File: config.mk
export PLATFORM = sky130hd
export DESIGN_NAME = sent_tx_fast_ch_sched
export DESIGN_NICKNAME = d
export VERILOG_FILES = /design/src/rtl/sent_tx_fast_ch_sched.sv
export SDC_FILE = /design/constraint.sdc
export NUM_CORES = 1
export LEC_CHECK = 0
export CORE_ASPECT_RATIO = 0.5
export CORE_MARGIN = 2
export CORE_UTILIZATION = 50
export DETAILED_ROUTE_END_ITERATION = 7
export PLACE_DENSITY = 0.88
export REMOVE_ABC_BUFFERS = 1
export SKIP_LAST_GASP = 1
export SYNTH_ARGS = -nofsm -noshare
export SYNTH_HDL_FRONTEND = slang
export SYNTH_SLANG_ARGS = --single-unit
File: constraint.sdc
create_clock -name clk -period 5.8 [get_ports clk]
set_clock_uncertainty 0.2 [all_clocks]
set_input_delay 0.58 -clock clk [delete_from_list [all_inputs] [get_ports clk]]
set_output_delay 0.58 -clock clk [all_outputs]
set_load 0.005 [all_outputs]
File: src/rtl/sent_tx_fast_ch_sched.sv
// Sequences the SENT fast-channel data register's load strobes for each frame request,
// gates each frame on FIFO fill levels, and hands the assembled F1/F2 words to the frame builder.
module sent_tx_fast_ch_sched #(
  parameter int TIMEOUT_CYC = 64,
  parameter int FIFO_AW     = 4
) (
  input  logic             clk,
  input  logic             reset,
  input  logic             cfg_en,
  input  logic [2:0]       cfg_fmt,
  input  logic             err_clr,
  input  logic             frame_req,
  input  logic             frame_ack,
  input  logic [FIFO_AW:0] fifo_lvl_f1,
  input  logic [FIFO_AW:0] fifo_lvl_f2,
  input  logic             done_f1,
  input  logic             done_f2,
  input  logic             rd_en_f2,
  output logic             load_12bit_f1,
  output logic             load_14bit_f1,
  output logic             load_16bit_f1,
  output logic             load_8bit_f2,
  output logic             load_10bit_f2,
  output logic             load_12bit_f2,
  output logic             frame_valid,
  output logic             fifo_starve,
  output logic             busy,
  output logic             err_timeout,
  output logic             err_overrun,
  output logic             err_fmt
);
  localparam int TW = $clog2(TIMEOUT_CYC + 1);
  localparam logic [FIFO_AW:0] ONE = 1;
  localparam logic [FIFO_AW:0] TWO = 2;

  typedef enum logic [2:0] {IDLE, CHK, LD_F1, LD_F2, SETTLE, VALID} state_t;

  state_t          state;
  logic            pending;
  logic [2:0]      fmt_q;
  logic [1:0]      ph_f1;
  logic [1:0]      ph_f2;
  logic [TW-1:0]   tmo_cnt;
  // ld_f1 bits: 12b/14b/16b, ld_f2 bits: 8b/10b/12b
  logic [2:0]      ld_f1;
  logic [2:0]      ld_f2;

  logic [1:0]      last_f1;
  logic [1:0]      last_f2;
  logic [2:0]      sel_f1;
  logic [2:0]      sel_f2;
  logic [FIFO_AW:0] need_f1;
  logic [FIFO_AW:0] need_f2;
  logic            lvl_ok;
  logic            f1_done;
  logic            f2_done;
  logic            tmo_hit;
  logic            take;

  always_comb begin
    last_f1 = 2'd1;
    last_f2 = 2'd1;
    sel_f1  = 3'b001;
    sel_f2  = 3'b100;
    case (fmt_q)
      3'd1: begin last_f1 = 2'd3; last_f2 = 2'd3; sel_f1 = 3'b010; sel_f2 = 3'b010; end
      3'd2: begin last_f1 = 2'd0; last_f2 = 2'd0; sel_f1 = 3'b100; sel_f2 = 3'b001; end
      default: ;
    endcase
  end

  // The final phase of a multi-phase word fetches one byte; 16b F1 is a single 2-byte fetch
  assign need_f1 = (fmt_q == 3'd2 || ph_f1 != last_f1) ? TWO : ONE;
  assign need_f2 = (fmt_q == 3'd2) ? ONE : ((ph_f2 != last_f2) ? TWO : ONE);
  assign lvl_ok  = (fifo_lvl_f1 >= need_f1) && (fmt_q == 3'd3 || fifo_lvl_f2 >= need_f2);

  // The data register reports 16-bit F1 completion on done_f2; 8-bit F2 completes on the FIFO read
  assign f1_done = (fmt_q == 3'd2) ? done_f2 : done_f1;
  assign f2_done = (fmt_q == 3'd2) ? rd_en_f2 : done_f2;
  assign tmo_hit = (tmo_cnt == TW'(TIMEOUT_CYC - 1));
  assign take    = (state == IDLE) && pending && cfg_en;

  assign load_12bit_f1 = ld_f1[0];
  assign load_14bit_f1 = ld_f1[1];
  assign load_16bit_f1 = ld_f1[2];
  assign load_8bit_f2  = ld_f2[0];
  assign load_10bit_f2 = ld_f2[1];
  assign load_12bit_f2 = ld_f2[2];
  assign fifo_starve   = (state == CHK) && !lvl_ok;
  assign busy          = (state != IDLE);

  always_ff @(posedge clk or negedge reset) begin
    if (!reset) begin
      state       <= IDLE;
      pending     <= 1'b0;
      fmt_q       <= 3'd0;
      ph_f1       <= 2'd0;
      ph_f2       <= 2'd0;
      tmo_cnt     <= '0;
      ld_f1       <= 3'b000;
      ld_f2       <= 3'b000;
      frame_valid <= 1'b0;
      err_timeout <= 1'b0;
      err_overrun <= 1'b0;
      err_fmt     <= 1'b0;
    end else begin
      // Clear first so a same-cycle error event below wins
      err_timeout <= err_timeout & ~err_clr;
      err_overrun <= err_overrun & ~err_clr;
      err_fmt     <= err_fmt & ~err_clr;

      if (take) pending <= 1'b0;
      if (frame_req) begin
        if (pending) err_overrun <= 1'b1;
        else         pending     <= 1'b1;
      end

      case (state)
        IDLE: begin
          if (take) begin
            if (cfg_fmt[2]) begin
              err_fmt <= 1'b1;
            end else begin
              fmt_q <= cfg_fmt;
              if (cfg_fmt != fmt_q) begin
                ph_f1 <= 2'd0;
                ph_f2 <= 2'd0;
              end
              state <= CHK;
            end
          end
        end
        CHK: begin
          if (lvl_ok) begin
            state   <= LD_F1;
            ld_f1   <= sel_f1;
            tmo_cnt <= '0;
          end
        end
        LD_F1: begin
          if (f1_done) begin
            ld_f1 <= 3'b000;
            ph_f1 <= (ph_f1 == last_f1) ? 2'd0 : ph_f1 + 2'd1;
            if (fmt_q == 3'd3) begin
              state <= SETTLE;
            end else begin
              state   <= LD_F2;
              ld_f2   <= sel_f2;
              tmo_cnt <= '0;
            end
          end else if (tmo_hit) begin
            ld_f1       <= 3'b000;
            ph_f1       <= 2'd0;
            ph_f2       <= 2'd0;
            err_timeout <= 1'b1;
            state       <= IDLE;
          end else begin
            tmo_cnt <= tmo_cnt + 1'b1;
          end
        end
        LD_F2: begin
          if (f2_done) begin
            ld_f2 <= 3'b000;
            ph_f2 <= (ph_f2 == last_f2) ? 2'd0 : ph_f2 + 2'd1;
            state <= SETTLE;
          end else if (tmo_hit) begin
            ld_f2       <= 3'b000;
            ph_f1       <= 2'd0;
            ph_f2       <= 2'd0;
            err_timeout <= 1'b1;
            state       <= IDLE;
          end else begin
            tmo_cnt <= tmo_cnt + 1'b1;
          end
        end
        SETTLE: begin
          state       <= VALID;
          frame_valid <= 1'b1;
        end
        VALID: begin
          if (frame_ack) begin
            frame_valid <= 1'b0;
            state       <= IDLE;
          end
        end
        default: state <= IDLE;
      endcase
    end
  end
endmodule
### Word level (Yosys, flattened, before mapping)

Index checks and enable logic that the tools add are counted.

* output and inout bits: 12
* logic and storage cells: 128
* input port bits: 22
* register bits after elaboration: 27

* $lt $le $gt $ge: 2
* add/subtract/negate cells: 3
* reductions and logical operators: 22
* bitwise operators: 5
* muxes and demuxes: 58
* eq/ne operators: 26

Operator list (count)
* 3-bit 2-to-1 mux: 14
* 7-bit 2-to-1 mux: 5
* 2-bit 2-to-1 mux: 14
* 3-bit one-hot mux with 2 select lines: 4
* 7-bit one-hot mux with 3 select lines: 1
* 3-bit one-hot mux with 6 select lines: 1
* 2-bit != test (second input constant): 8
* 1-bit 2-to-1 mux: 14
* 2-bit one-hot mux with 3 select lines: 2
* 4-bit AND reduction: 3
* 5-bit by 2-bit >= comparator with 1-bit output: 2
* 5-bit AND reduction: 2
* 3-bit != test (second input constant): 3
* 3-bit nonzero test: 3
* 7-bit by 1-bit adder with 7-bit output (second input constant): 1
* 7-bit by 6-bit == test with 1-bit output (second input constant): 1
* 3-bit by 2-bit == test with 1-bit output (second input constant): 2
* 3-bit == test (second input constant): 2
* 3-bit AND reduction: 2
* 2-bit nonzero test: 3
* 2-bit by 1-bit adder with 2-bit output (second input constant): 2
* 2-bit == test: 2
* 2-bit == test (second input constant): 2
* 1-bit logical AND: 4
* other kinds (13): 19

### Longest topological paths before layout

Gate-level depths: netlist of the first run.

* depth in word-level cells: 10
* depth in mapped cells: 15

### Worst setup path before layout of the first run

OpenSTA, ideal clock, no wires.

* path type: flip-flop to output port
* from: reg fmt_q[1]
* to: out fifo_starve
* cell stages (with the launch flop): 14
* data arrival time: 2498 ps
* required time: 5020 ps
* buffers on the path: 3
* path slack: 2522 ps
* cells stage by stage: dfrtp_1 -> inv_1 -> ha_1 -> clkbuf_1 -> xnor2_1 -> nand2_1 -> nand2_1 -> ha_1 -> or4_1 -> a211oi_1 -> o21ai_0 -> inv_1 -> buf_4 -> buf_2

* word-level cells in the longest chain between the ends: 10
* elaborated cells between the ends (all ways): 16
* those cells by class: 2 x order compare; 5 x eq/ne; 4 x mux; 5 x reduce/logical

RTL lines
* start: declaration: line 40 `logic [2:0] fmt_q;`
* start signal: assignment: line 124 `fmt_q <= cfg_fmt;`
* 2-bit == test / 2-bit by 1-bit == test with 1-bit output (equally long branches): line 65, 73, 74
* 2-bit one-hot mux with 2 select lines: line 65 `case (fmt_q)`
* 2-bit != test: line 74 `assign need_f2 = (fmt_q == 3'd2) ? ONE : ((ph_f2 != last_f2) ? TWO : ONE);`
* 2-bit 2-to-1 mux (2 in a row): line 74
* 5-bit by 2-bit >= comparator with 1-bit output: line 75 `assign lvl_ok = (fifo_lvl_f1 >= need_f1) && (fmt_q == 3'd3 || fifo_lvl_f2 >= need_f2);`
* 1-bit logical OR: line 75
* 1-bit logical AND (*): line 75
* 1-bit zero test (*): line 89 `assign fifo_starve = (state == CHK) && !lvl_ok;`
* 1-bit logical AND (*): line 89
* end: declaration: line 26 `output logic fifo_starve,`

Mark *: on every way between the ends. The rest lies on a longest branch, timed or not.

### Worst setup path in the final report of the first run

Ends and elaborated chain as after synthesis.

==> impl_metrics.yaml, run 1 <==
synth:
  synth_top_area_share: 0.384
  syn_area_per_cell_um2: 8.75
  ys_ff_latch: 27
  ys_seq_area_frac: 0.384
  synth_area_um2: 1760
  yosysMostFrequentCell: "o21ai_0"
  yosys_warnings: 0
  postSynthCellCount: 201
  synthTopCellsByCount: "o21ai_0, dfrtp_1, nand2_1, inv_1, nor2_1"
  synth_top_area_cell: "dfrtp_1"
  async_flop_share: 1.00
  synth_cell_types: 46
  synth-edff-count: 0
  synth_area_leaders: "dfrtp_1, o21ai_0, ha_1"
  synth-main-ff-cell: "dfrtp_1"
clock_tree:
  cts_buffers: 3
  postCtsSetupBuffers: 0
  cts_resized: 0
  cts-hold-fix-buffers: 0
  cts_buffer_depth: 2
  clk_pin_slew_ps: 100
  cts_root_buf: "clkbuf_8"
  insertion_delay_ps: 280
  h-tree-depth: 1
  cts_tree: "yes"
  clock-sinks: 27
sta:
  min_period_over_period: 0.741
  slew_viol_final: 0
  hold_violations: 0
  rsz0062_at_grt: "no"
  fin_crit_ps: 4300
  relSlewSlack: 0.582
  fin_tns_setup_ps: 0
  tightest_slew_ps: 611
  clock.fmax_mhz: 233
  setup_viol: 0
layout:
  area_growth_pct: 22.1
  final_util: 0.632
  antenna_cells: 0
  num-nets-final: 263
  drive_gt1_frac: 0.0606
critical_path:
  ff2ff_path_depth: 11
  reg2reg_slack_ps: 2490
  crit_buf_inv: 3
  setup.worst_path.class: "register to output pin"
  cp_slowest_stage_delay_ps: 590
  required_ps: 5020
  worstPathCellList: "inv_1 > ha_1 > xor2_1 > nor3b_1 > ha_1 > or4_1 > a21oi_1 > o21ai_0 > inv_1 > clkdlybuf4s50_1"
  arrival_ps: 3520
  cp_slowest_cell: "clkdlybuf4s50_1"
  start_kind: "register"
  path_max_fanout: 21
  r2r-start: "fmt_q[1]$_DFFE_PN0P_"
  end_kind: "output pin"
  critical_path.top_delay_family: "buffers and inverters"
  reg2reg_to: "tmo_cnt[4]$_DFFE_PN0P_"
global_routing:
  grt-ovfl-total: 0
  antenna_found_initial: 0
  grt_max_degree: 28
  grt_pass1_wl_um: 7020
  grt_usage: 0.233
  grt_pass1_vias: 1468
place:
  portBuffers: 33
  dpl.hpwl_um: 3230
  gp_congestion: 0.927
min_path:
  hold_class: "register to register"
  whs_endpoint: "ld_f2[0]$_DFFE_PN0P_"
  holdPathStages: 2
  hold_start: "ld_f2[0]$_DFFE_PN0P_"
pwr:
  power_frac_clock: 0.109
  power_frac_comb: 0.550
  intPower_w: 0.000539
  p_sw_frac: 0.452
  power_switching_w: 0.000444
  irDropWorstVdd_mv: 0.179
  seqPwrFrac: 0.341
  powerDensity_nw_per_um2: 458
  p_leak_nw: 0.884
floorplanning:
  rows: 15
  io_pins: 34
  die_w_um: 87.9
  coreArea_um2: 3400
  dieArea_um2: 4040
  start_util: 0.517
  die_y_um: 45.9
drt:
  drt_wl_total_um: 4210
  antenna_left: 0
  dr.pass1.iters: 4
  vias: 1610
  drcViolationCount: 0
  routedWlPerCell_um: 14.9
  vias_per_cell: 5.71
  drt-initial-drc-count: 202
job:
  cap_viol_max_count: 0
status:
  outcome: "finished clean"
-- layer usage --
layer,vias to the layer above,GRT usage,share of wire
met1,751,0.328,0.46
met3,8,0.0435,0.074
met5,-,0,0
met2,68,0.370,0.45
li1,783,-,-
met4,0,0.0677,0.013
-- cells in the final DEF (no fill, tap or decap), types with 4 or more instances in the layout --
master / count
a21oi_1: 13
clkdlybuf4s50_1: 33
dfrtp_1: 27
ha_1: 9
inv_1: 15
nand2_1: 22
nand2b_1: 4
nor2_1: 14
nor3_1: 5
o21ai_0: 29
o31ai_1: 7
or4_1: 5
-- worst min-delay path, delay by kind of cell, from the launching register on --
kind	cells	cell delay (ps)
DFF	1	370
AOI/OAI and AO/OA	1	60
and+or+nand+nor	1	50
-- cells by family (layout without fill, tap and decap cells) --
logic type	Yosys count	in the layout	share of synthesized area
xor+xnor	4	4	0.0199
mux	5	5	0.0320
buf+inv	23	53	0.0662
compound gates	69	69	0.253
simple gates	64	64	0.181
flops	27	27	0.384
fa+ha+maj	9	9	0.0641
-- through the flow --
step	hold WS [ps]	total power [W]	cell area (um^2)	worst slack, ps	std cells
2_1_floorplan	84.4	0.000670	1700	2700	193
5_1_grt	327	0.00107	2150	1250	282
6_report	312	0.000983	2150	1500	282
4_1_cts	313	0.000975	2150	1500	282
3_3_place_gp	266	0.000846	2100	1980	278
3_5_place_dp	290	0.000865	2100	1800	278
-- state kept, by name, summed over array words and instances (netlist names) --
register,cells
pending,1
tmo_cnt,7
ld_f1,3
ph_f2,2
err_overrun,1
ph_f1,2
err_fmt,1
fmt_q,2
state,3
ld_f2,3
err_timeout,1
frame_valid,1
-- worst max path at each step --
stage / start / to / slack [ps] / cells past startpoint
3_5_place_dp: fmt_q[1]$_DFFE_PN0P_ / fifo_starve / 1800 / 10
5_1_grt: fmt_q[1]$_DFFE_PN0P_ / fifo_starve / 1250 / 11
4_1_cts: fmt_q[1]$_DFFE_PN0P_ / fifo_starve / 1500 / 10
3_3_place_gp: fmt_q[1]$_DFFE_PN0P_ / fifo_starve / 1980 / 11
6_report: fmt_q[1]$_DFFE_PN0P_ / fifo_starve / 1500 / 10
2_1_floorplan: fmt_q[1]$_DFFE_PN0P_ / fifo_starve / 2700 / 10
-- area by class of cell --
cell class,count,area (um^2)
Timing Repair Buffer,34,338
Fill cell,261,1250
Tap cell,51,63.8
Multi-Input combinational cell,151,966
Sequential cell,27,676
Inverter,15,56.3
Clock buffer,3,41.3
Clock inverter,1,5.00
-- power by group through the flow --
stage	Sequential, W	Combinational [W]	Clock, W
after floorplan	0.000319	0.000350	0
after global placement	0.000332	0.000513	0
after detailed placement	0.000335	0.000530	0
after CTS	0.000332	0.000533	0.000110
after global routing	0.000346	0.000601	0.000119
final	0.000335	0.000540	0.000107
(Power assumes the default switching activity.)
==> run 2, diff against run 1 <==
--- a/config.mk
+++ b/config.mk
@@ -7,9 +7,9 @@
 export LEC_CHECK = 0
 export CORE_ASPECT_RATIO = 0.5
 export CORE_MARGIN = 2
-export CORE_UTILIZATION = 50
+export CORE_UTILIZATION = 47
 export DETAILED_ROUTE_END_ITERATION = 7
-export PLACE_DENSITY = 0.88
+export PLACE_DENSITY = 0.87
 export REMOVE_ABC_BUFFERS = 1
 export SKIP_LAST_GASP = 1
 export SYNTH_ARGS = -nofsm -noshare
==> constraint.sdc (replaced) <==
create_clock -name clk -period 3.9 [get_ports clk]
set_clock_uncertainty 0.2 [all_clocks]
set_input_delay 0.39 -clock clk [delete_from_list [all_inputs] [get_ports clk]]
set_output_delay 0.39 -clock clk [all_outputs]
set_load 0.005 [all_outputs]
==> impl_metrics.yaml, run 2 (synthesis results as in run 1) <==
status:
  outcome: "finished clean"
layout:
  stdcell_count: 284
  drive_gt1_frac: 0.0773
  antenna_cells: 0
  final_util: 0.621
  final_cell_mix: "clkdlybuf4s50_1, o21ai_0, dfrtp_1"
  layout_commonest_cell: "clkdlybuf4s50_1"
  top_register: "tmo_cnt"
  fill_cells: 298
  num-nets-final: 265
  area_growth_pct: 23.9
  largest_register_ffs: 7
floorplanning:
  coreArea_um2: 3510
  die_w_um: 90.5
  rows: 15
  die_y_um: 47.2
  start_util: 0.501
  dieArea_um2: 4280
  io_pins: 34
clock_tree:
  clk_pin_slew_ps: 90
  cts_tree: "yes"
  cts_buffers: 3
  cts_root_buf: "clkbuf_8"
  insertion_delay_ps: 280
  cts-hold-fix-buffers: 0
  h-tree-depth: 1
  clock-sinks: 27
  cts_buffer_depth: 2
global_routing:
  grt_max_degree: 28
  grt-ovfl-total: 0
  grt_usage: 0.200
  grt_pass1_wl_um: 6740
  grt_pass1_vias: 1419
  antenna_found_initial: 0
drt:
  vias: 1574
  drt-initial-drc-count: 172
  vias_per_cell: 5.54
  dr.pass1.iters: 4
  antenna_left: 0
  routedWlPerCell_um: 14.3
  drcViolationCount: 0
  drt_wl_total_um: 4070
sta:
  relSlewSlack: 0.575
  fin_crit_ps: 3640
  fin_tns_setup_ps: 0
  clock.fmax_mhz: 275
  hold_violations: 0
  rsz0062_at_grt: "no"
  min_period_over_period: 0.933
  tightest_slew_ps: 622
  setup_viol: 0
  slew_viol_final: 0
critical_path:
  path_max_fanout: 8
  end_kind: "output pin"
  reg2reg_slack_ps: 730
  start_kind: "register"
  setup.worst_path.class: "register to output pin"
  required_ps: 3310
  arrival_ps: 3050
pwr:
  p_leak_nw: 0.889
  irDropWorstVdd_mv: 0.319
  finalPower_w: 0.00148
  powerDensity_nw_per_um2: 681
place:
  dpl.hpwl_um: 3130
  gp_congestion: 0.929
  dp.cells: 280
  portBuffers: 33
min_path:
  hold_class: "primary input to async pin"
job:
  cap_viol_max_count: 0
==> run 2: final cells by class <==
class / instances / area (um^2) / share of cell area
flip-flops and latches: 27 / 676 / 0.310
clock buffers: 3 / 41.3 / 0.0190
repair buffers: 36 / 353 / 0.162
clock inverters: 1 / 7.51 / 0.00345
inverters: 15 / 56.3 / 0.0258
well taps: 51 / 63.8 / 0.0293
multi-input cells: 151 / 981 / 0.450
==> run 2: routing by layer <==
metal	vias to the layer above	GRT usage	routed length (um)
met5	-	0	0
met4	0	0.0308	13
met3	2	0.0321	242
met2	50	0.348	1820
met1	732	0.279	1990
li1	790	-	-
==> run 2: repair_timing <==
action / in CTS / in global routing
resized for setup: 0 / 3
setup endpoints to repair: 0 / 1
buffers inserted: 0 / 0
==> run 2: worst max-delay path: stages, from the launching register on <==
cell and delay [ps]:
dfrtp_1 450, inv_1 120, ha_4 210, xnor2_1 140
nand2_1 80, nand2_1 70, ha_1 170, or4_1 520
a211oi_1 200, o21ai_0 170, inv_1 130, clkdlybuf4s50_1 520
==> run 2: stage by stage <==
| step | hold slack [ps] | instance area (um^2) | setup slack (ps) |
|---|---|---|---|
| finish | 275 | 2180 | 261 |
| global route | 322 | 2180 | 46.2 |
| CTS | 285 | 2160 | 111 |
| detailed placement | 273 | 2110 | 432 |
| global placement | 264 | 2110 | 553 |
| floorplan | -106 | 1700 | 994 |
==> run 2: worst paths after layout <==
path / depth (start not counted) / to / startpoint
worst min-delay path: 2 / ph_f2[1]$_DFFE_PN0P_ / reset
min in group clk: 2 / ld_f2[2]$_DFFE_PN0P_ / ld_f2[2]$_DFFE_PN0P_
max in group asynchronous: 2 / state[2]$_DFFE_PN0P_ / reset
worst min register to register: 2 / ld_f2[2]$_DFFE_PN0P_ / ld_f2[2]$_DFFE_PN0P_
worst max-delay path: 11 / fifo_starve / fmt_q[1]$_DFFE_PN0P_
worst max register to register: 12 / tmo_cnt[3]$_DFFE_PN0P_ / fmt_q[1]$_DFFE_PN0P_
==> run 2: report_power, final <==
group	switching, W	internal, W
registers	0.0000985	0.000375
logic	0.000471	0.000372
clock network	0.0000939	0.0000727
total	0.000664	0.000820
